File: config.mk
export PLATFORM = sky130hd
export DESIGN_NAME = wb_write_ctrl
export DESIGN_NICKNAME = d
export VERILOG_FILES = /design/src/rtl/wb_write_ctrl_pkg.sv /design/src/rtl/wb_queue.sv /design/src/rtl/wb_write_ctrl.sv
export SDC_FILE = /design/constraint.sdc
export NUM_CORES = 1
export LEC_CHECK = 0
export BUFFER_PORTS_ARGS = -buffer_cell sky130_fd_sc_hd__buf_2
export CAP_MARGIN = 20
export CORE_MARGIN = 1
export CORE_UTILIZATION = 50
export CTS_CLUSTER_DIAMETER = 30
export DETAILED_ROUTE_END_ITERATION = 12
export PLACE_DENSITY = 0.69
export SETUP_SLACK_MARGIN = 0.4
export SYNTH_ARGS = -nofsm -noshare
export SYNTH_HDL_FRONTEND = slang
export SYNTH_HIERARCHICAL = 1
export SYNTH_SLANG_ARGS = --single-unit
File: constraint.sdc
create_clock -name CLK -period 8.4 [get_ports CLK]
set_clock_uncertainty 0.05 [all_clocks]
set_input_delay 0 -clock CLK [delete_from_list [all_inputs] [get_ports CLK]]
set_output_delay 0 -clock CLK [all_outputs]
set_load 0.02 [all_outputs]
File: src/rtl/wb_write_ctrl_pkg.sv
// Shared definitions for the register-file write-back controller.
// Default widths, the hard-wired zero register and the queued write-request record.
package wb_write_ctrl_pkg;

  localparam int AW_DEF   = 5;
  localparam int DW_DEF   = 32;
  localparam int REG_ZERO = 0;

  typedef struct packed {
    logic [AW_DEF-1:0] dest;
    logic [DW_DEF-1:0] data;
  } wbReq_t;

endpackage

File: src/rtl/wb_queue.sv
// In-order write queue with occupancy count and an oldest-first view of all entries.
// Head visible combinationally; push is ignored when full and pop is ignored when empty.
module wb_queue
  import wb_write_ctrl_pkg::*;
#(
  parameter int DEPTH = 4,
  parameter int AW    = AW_DEF,
  parameter int DW    = DW_DEF
) (
  input  logic                          CLK,
  input  logic                          nRST,
  input  logic                          push,
  input  logic [AW-1:0]                 pushDest,
  input  logic [DW-1:0]                 pushData,
  input  logic                          pop,
  output logic [AW-1:0]                 headDest,
  output logic [DW-1:0]                 headData,
  output logic [DEPTH-1:0][AW-1:0]      ageDest,
  output logic [DEPTH-1:0][DW-1:0]      ageData,
  output logic [$clog2(DEPTH):0]        count,
  output logic                          full,
  output logic                          empty
);

  localparam int PW = $clog2(DEPTH);

  logic [DEPTH-1:0][AW-1:0] memDest;
  logic [DEPTH-1:0][DW-1:0] memData;
  logic [PW-1:0]            wrPtr;
  logic [PW-1:0]            rdPtr;
  logic                     doPush;
  logic                     doPop;

  assign full   = (count == (PW+1)'(DEPTH));
  assign empty  = (count == '0);
  assign doPush = push && !full;
  assign doPop  = pop && !empty;

  assign headDest = memDest[rdPtr];
  assign headData = memData[rdPtr];

  always_ff @(posedge CLK or negedge nRST) begin
    if (!nRST) begin
      wrPtr   <= '0;
      rdPtr   <= '0;
      count   <= '0;
      memDest <= '0;
      memData <= '0;
    end else begin
      if (doPush) begin
        memDest[wrPtr] <= pushDest;
        memData[wrPtr] <= pushData;
        wrPtr          <= wrPtr + 1'b1;
      end
      if (doPop) begin
        rdPtr <= rdPtr + 1'b1;
      end
      if (doPush && !doPop) begin
        count <= count + 1'b1;
      end else if (!doPush && doPop) begin
        count <= count - 1'b1;
      end
    end
  end

  // Index 0 is the oldest entry; pointer arithmetic wraps because DEPTH is a power of two.
  always_comb begin
    ageDest = '0;
    ageData = '0;
    for (int k = 0; k < DEPTH; k++) begin
      ageDest[k] = memDest[rdPtr + PW'(k)];
      ageData[k] = memData[rdPtr + PW'(k)];
    end
  end

endmodule

File: src/rtl/wb_write_ctrl.sv
// Write-back arbiter (P over M), queue and forwarding search in front of the register-file write port.
// Accepted write commits one edge later when unstalled; requests are refused while the queue is full.
module wb_write_ctrl
  import wb_write_ctrl_pkg::*;
#(
  parameter int DEPTH = 4,
  parameter int AW    = AW_DEF,
  parameter int DW    = DW_DEF
) (
  input  logic                   CLK,
  input  logic                   nRST,
  input  logic                   pValid,
  input  logic [AW-1:0]          pDest,
  input  logic [DW-1:0]          pData,
  output logic                   pReady,
  input  logic                   mValid,
  input  logic [AW-1:0]          mDest,
  input  logic [DW-1:0]          mData,
  output logic                   mReady,
  input  logic                   wStall,
  output logic [AW-1:0]          dR,
  output logic [DW-1:0]          wData,
  output logic                   wEnable,
  input  logic [AW-1:0]          rA,
  input  logic [AW-1:0]          rB,
  output logic                   aHit,
  output logic                   bHit,
  output logic [DW-1:0]          aFwd,
  output logic [DW-1:0]          bFwd,
  output logic [$clog2(DEPTH):0] pending,
  output logic                   idle
);

  localparam int CW = $clog2(DEPTH) + 1;

  logic                     full;
  logic                     empty;
  logic                     pFire;
  logic                     mFire;
  logic                     push;
  logic [AW-1:0]            selDest;
  logic [DW-1:0]            selData;
  logic [DEPTH-1:0][AW-1:0] ageDest;
  logic [DEPTH-1:0][DW-1:0] ageData;

  assign pReady  = !full;
  assign mReady  = !full && !pValid;
  assign pFire   = pValid && pReady;
  assign mFire   = mValid && mReady;
  assign selDest = pFire ? pDest : mDest;
  assign selData = pFire ? pData : mData;
  // Writes to the zero register complete the handshake but never occupy a slot.
  assign push    = (pFire || mFire) && (selDest != AW'(REG_ZERO));

  assign wEnable = !empty && !wStall;
  assign idle    = empty;

  wb_queue #(
    .DEPTH (DEPTH),
    .AW    (AW),
    .DW    (DW)
  ) uQueue (
    .CLK      (CLK),
    .nRST     (nRST),
    .push     (push),
    .pushDest (selDest),
    .pushData (selData),
    .pop      (wEnable),
    .headDest (dR),
    .headData (wData),
    .ageDest  (ageDest),
    .ageData  (ageData),
    .count    (pending),
    .full     (full),
    .empty    (empty)
  );

  // Oldest-to-youngest scan so the last match (youngest) wins; the committing head is included.
  always_comb begin
    aHit = 1'b0;
    bHit = 1'b0;
    aFwd = '0;
    bFwd = '0;
    for (int k = 0; k < DEPTH; k++) begin
      if (CW'(k) < pending) begin
        if ((rA != AW'(REG_ZERO)) && (ageDest[k] == rA)) begin
          aHit = 1'b1;
          aFwd = ageData[k];
        end
        if ((rB != AW'(REG_ZERO)) && (ageDest[k] == rB)) begin
          bHit = 1'b1;
          bFwd = ageData[k];
        end
      end
    end
  end

endmodule

== Word level (Yosys, flattened, before mapping) ==
Cells that the tools add are included.
W data, S select, Z words.
Word-level totals
  flip-flop bits (word level): 155
  bits of input ports: 89
  output and inout port bits: 110
  word-level logic and storage cells: 124
Cells by class
  $add $sub $neg: 6
  $lt $le $gt $ge: 10
  eq/ne operators: 9
  mux-type cells: 58
  reductions and logical operators: 30
Operators by type and width (number)
  $mux W32: 22
  $bmux W32 S2: 4
  $bwmux W128: 1
  $demux W32 S2: 1
  $bmux W5 S2: 4
  $eq A5 B5 Y1: 8
  $mux W5: 6
  $bwmux W20: 1
  $logic_and A1 B1 Y1: 18
  $mux W1: 16
  $lt A2 B3 Y1 const B: 5
  $reduce_bool A5 Y1: 3
  $demux W5 S2: 1
  $logic_not A1 Y1: 6
  $lt A1 B3 Y1 const A: 2
  $lt A2 B3 Y1 const A: 2
  $mux W3: 2
  $add A2 B1 Y2 const B: 2
  $add A2 B2 Y2 const B: 2
  $add A3 B1 Y3 const B: 1
  $eq A3 B3 Y1 const B: 1
  $logic_not A3 Y1: 1
  $sub A3 B1 Y3 const B: 1
  $ge A2 B1 Y1 const B: 1
  2 further kinds: 2

== Longest topological paths before layout ==
  word-level depth: 12
  depth in mapped cells: 13
  depth with buffers taken out: 12

== Cells and area by module ==
Netlist, hierarchy kept.
By module, submodules not included
  wb_queue: instances 1, cells each 565, area an instance 9734.3 um^2, sequential area each 3878.7 um^2
  wb_write_ctrl: instances 1, cells each 468, area an instance 3520.9 um^2, sequential area each 0.0 um^2

== Worst setup path after synthesis ==
No wires, ideal clock.
  kind: reg-to-reg
  from: register uQueue.count[2]
  to: register uQueue.count[1]
  library setup time: 0.125 ns
  data arrival time: 3.613 ns
  required time: 8.225 ns
  path slack: 4.613 ns
  cell stages (with the launch flop): 12
  path buffers: 1
  period minus slack after synthesis: 3.787 ns
  cell sequence: dfrtp_1 > nor3b_2 > nor2b_1 > clkbuf_1 > mux2_1 > or4_1 > o221a_1 > and2b_2 > ha_1 > inv_1 > fa_1 > mux2_2
Between the ends
  longest elaborated chain between the ends: 10
  elaborated cells between the ends (all ways): 20
  those cells by class: 1 x eq/ne; 2 x mux; 17 x reduce/logical
Ends and longest elaborated chain
  start: declaration: RTL line wb_queue.sv:20  | output logic [$clog2(DEPTH):0] count,
  start signal: assignment: RTL line wb_queue.sv:59  | count <= count + 1'b1;
  start signal: assignment: RTL line wb_queue.sv:61  | count <= count - 1'b1;
  $eq A3 B3 Y1 *: RTL line wb_queue.sv:34  | assign full = (count == (PW+1)'(DEPTH));
  named net full: RTL line wb_write_ctrl.sv:36  | logic full;
  $logic_not A1 Y1 *: RTL line wb_write_ctrl.sv:46  | assign pReady = !full;
  $logic_and A1 B1 Y1 *: RTL line wb_write_ctrl.sv:48  | assign pFire = pValid && pReady;
  $mux W5 *: RTL line wb_write_ctrl.sv:50  | assign selDest = pFire ? pDest : mDest;
  named net selDest[3]: RTL line wb_write_ctrl.sv:41  | logic [AW-1:0] selDest;
  $reduce_bool A5 Y1 *: RTL line wb_write_ctrl.sv:53  | assign push = (pFire || mFire) && (selDest != AW'(REG_ZERO));
  $logic_and A1 B1 Y1 *: RTL line wb_write_ctrl.sv:53
  named net push: RTL line wb_write_ctrl.sv:40  | logic push;
  $logic_and A1 B1 Y1 *: RTL line wb_queue.sv:36  | assign doPush = push && !full;
  named net uQueue.doPush: RTL line wb_queue.sv:31  | logic doPush;
  $logic_not A1 Y1: RTL line wb_queue.sv:60  | end else if (!doPush && doPop) begin
  $logic_and A1 B1 Y1: RTL line wb_queue.sv:60
  $reduce_bool A2 Y1 (no source line)
Mark *: on every way through the listed nets, which the timed path passes. The rest lies on a longest branch.
A chain may end at the register's enable or synchronous reset.

==> flow_metrics.py <==
metrics = {
    "yosys": {
        "synth.top_cells.by_area": "dfrtp_1 (29%), mux4_2 (25%), mux2_2 (16%), a221oi_2 (6.8%), a211oi_1 (3.6%)",
        "synthesis.yosys.warnings": 6,
        "yosysTopAreaCellShare_pct": 29.3,
        "yosys.cell_types.count": 45,
        "netlist_instances": 1033,
        "synthXorXnorAreaFrac_pct": 2.91,
        "main_combinational_cell_family_by_area_after_synthesis": "multiplexers",
        "yosys_register_bits": 155,
        "netlist.top_cell.by_area": "dfrtp_1",
        "netlist_area_sq_um": 13300,
        "ys_seq_area_share_pct": 29.3,
        "synth_compound_area_share_pct": 10.9,
        "synth-simple-area-share_pct": 6.98,
        "syn_nets": 1128,
        "post_synth_fa_ha_maj_area_fraction_pct": 0.623,
        "post_synth.cell_area_avg_sq_um": 12.8,
        "synthMuxAreaShare_pct": 41.0,
    },
    "flow_run": {
        "count_of_maximum_capacitance_violations": 0,
    },
    "route": {
        "drc": 0,
        "avgViaCountPerCell": 6.65,
        "drtIter0Drc": 1032,
        "wire_per_inst_um": 23.3,
        "antenna_left": 0,
        "detail_route.wirelength_um": 35900,
        "vias": 10235,
        "drtPass1Iterations": 7,
    },
    "cts": {
        "cts.sink_count": 155,
        "root_buffer": "clkbuf_16",
        "cts_inserted_buffers": 17,
        "cts.reportedPaths.clkPinSlew_ps": 60,
        "cts-root-to-sink-buffers": 2,
        "clock_tree.htree_level_count": 4,
        "post_cts_resize_count": 0,
        "hold_fix_buffers_at_cts": 63,
        "worstSkewPairLatency_ps": 430,
        "tritoncts": "yes",
        "post_cts_buffers": 0,
    },
    "global_routing": {
        "grt_overflow": 0,
        "first_global_vias": 9851,
        "maximum_number_of_pins_on_one_net_before_global_route_repair": 96,
        "antenna_violations_before_repair": 0,
        "grt_first_pass_wirelength_um": 55800,
        "global_route.usage.total_pct": 27.0,
    },
    "floorplan": {
        "floorplan.core_area_sq_um": 26100,
        "fp-row-count": 59,
        "num_io_pins": 199,
        "floorplan.initialDensity_pct": 50.9,
        "design.die.area_sq_um": 27200,
        "die_w_um": 165,
        "die_h_um": 165,
    },
    "final_layout": {
        "filler_cell_count": 2080,
        "postLayoutCoreUtil_pct": 58.6,
        "fin_cells": 1540,
        "final_nets": 1287,
        "drive_gt1_share_pct": 55.9,
        "area_growth_syn_to_layout_pct": 15.2,
        "num_antenna_cells": 0,
    },
    "power_and_ir_drop": {
        "vdd_ir_drop_max_mv": 0.251,
        "power.net_switching_mw": 3.46,
        "internal_power_mw": 4.08,
        "power.share.sequential_pct": 22.4,
        "p_sw_share_pct": 45.9,
        "combinationalPowerShare_pct": 67.3,
        "power_density_nw_per_um2": 494,
        "clock_power_share_pct": 10.4,
        "power.static_leakage_nw": 5.94,
    },
    "timing": {
        "slew_headroom_pct": 35.5,
        "rsz0062_at_grt": "false",
        "report.final.setup_viol": 0,
        "whs_ps": -2.68,
        "maxClockFrequency_ghz": 0.211,
        "final.setup.worst_slack_ps": 3650,
        "min_period_over_period_pct": 56.5,
        "maxSlewViolCount": 0,
        "timing_hold_violations_final": 1,
        "setup_tns_ps": 0,
        "final_period_minus_worst_setup_slack_ps": 4750,
        "worst_slew_pin_slew_ps": 963,
    },
    "placement": {
        "dp_cell_count": 1441,
        "buffer_ports.inserted": 198,
        "globalplace.congestion": 0.925,
        "place_worst_setup_slack_ps": 3900,
        "dpl.hpwl_um": 23300,
    },
    "status": {
        "outcome": "complete, but fails checks",
        "failed_checks": "negative hold slack",
    },
    "worst_setup_path": {
        "critical_path_required_ps": 8350,
        "regToRegSetupSlack_ps": 4040,
        "crit_path_start_kind": "flop",
        "crit_path_end_kind": "output port",
        "cp.arrival_ps": 4700,
        "critPathKind": "reg -> out",
        "timing.critical_path.fanout_max": 42,
    },
    "hold_path": {
        "hold_path.class": "in -> reg",
    },
}
## final timing paths
| path | to | startpoint | depth (start not counted) |
|---|---|---|---|
| setup / recovery | bFwd[21] | uQueue/rdPtr[0] | 9 |
| hold / removal | uQueue/memData[95] | mData[31] | 3 |
| setup reg to reg | uQueue/count[1] | uQueue/count[2] | 11 |
| hold reg to reg | uQueue/memData[29] | uQueue/memData[29] | 1 |
| max in group asynchronous | uQueue/memData[100] | nRST | 3 |
| min in group asynchronous | uQueue/memDest[11] | nRST | 2 |
## layout make-up
cell class                 instances  area [sq um]  area share (%)
clock buffer                      20           457            2.99
clock inverter                    12           138           0.902
inverter                          38           143           0.935
multi-input combinational        696          8360            54.8
sequential                       155          3890            25.5
tap                              335           419            2.75
timing repair buffer             284          1860            12.2
## layout by cell type, fill, tap and decap left out, types with 37 or more instances in the layout
cell / netlist / layout
buf_2: 49 / 197
mux2_2: 185 / 185
dfrtp_1: 155 / 153
mux4_2: 148 / 148
nor2_1: 68 / 68
a211oi_1: 64 / 64
nand3_1: 64 / 64
dlygate4sd3_1: 0 / 63
a221oi_2: 60 / 60
xnor2_1: 37 / 37
inv_1: 37 / 37
## registers in the layout, summed over array words and instances (netlist names)
name,count
uQueue/count,3
uQueue/memData,128
uQueue/memDest,20
uQueue/rdPtr,2
uQueue/wrPtr,2
## cell families after synthesis
logic type | Yosys count
adders and majority gates | 6
DFF | 155
muxes | 335
AOI/OAI and AO/OA | 132
and+or+nand+nor | 179
buffers and inverters | 182
xor gates and xnor gates | 44
## cell usage after synthesis, drive strengths merged
master,number
fa,1
mux4,148
clkbuf,39
buf,105
nand3,64
or4,6
and2b,1
dfrtp,155
a21oi,1
nand3b,1
nor2,74
nand2,8
ha,5
inv,38
nor2b,1
or2,1
xor2,7
and2,2
a221o,1
nand4,7
a221oi,64
nor3,4
nor4,5
a211oi,64
o221ai,1
o221a,1
xnor2,37
nor3b,1
or3,3
nand2b,1
mux2,187
## metrics by stage
stage	hold slack (ps)	power (mW)	area (sq um)
2_1_floorplan	-346	5.71	13300
3_3_place_gp	99.8	6.54	14000
3_5_place_dp	94.3	6.64	14000
4_1_cts	0.153	7.49	15200
5_1_grt	13.4	7.97	15300
6_report	-2.68	7.54	15300
## worst max-delay path, stage by stage (launching register included)
cell and delay, ps:
dfrtp_4 740, buf_16 310, mux4_2 590, xnor2_1 180
nand4_1 160, nor4_4 750, buf_4 440, and2_4 630
a221oi_2 190, buf_2 200
## power groups by stage
stage               Combinational [mW]  Clock (mW)  Sequential, mW
floorplan                         4.26           0            1.46
global placement                  4.82           0            1.72
detailed placement                4.87           0            1.77
CTS                               4.94       0.789            1.76
global route                      5.39       0.823            1.76
finish                            5.07       0.781            1.69
## per-layer routing
| metal | GRT usage (%) | vias up | share of wire, % |
|---|---|---|---|
| li1 | - | 4372 | - |
| met1 | 37.8 | 5301 | 42 |
| met2 | 42.8 | 514 | 48 |
| met3 | 5.63 | 48 | 8.1 |
| met4 | 7.30 | 0 | 1.6 |
| met5 | 0 | - | 0 |
(Power assumes the default switching activity.)
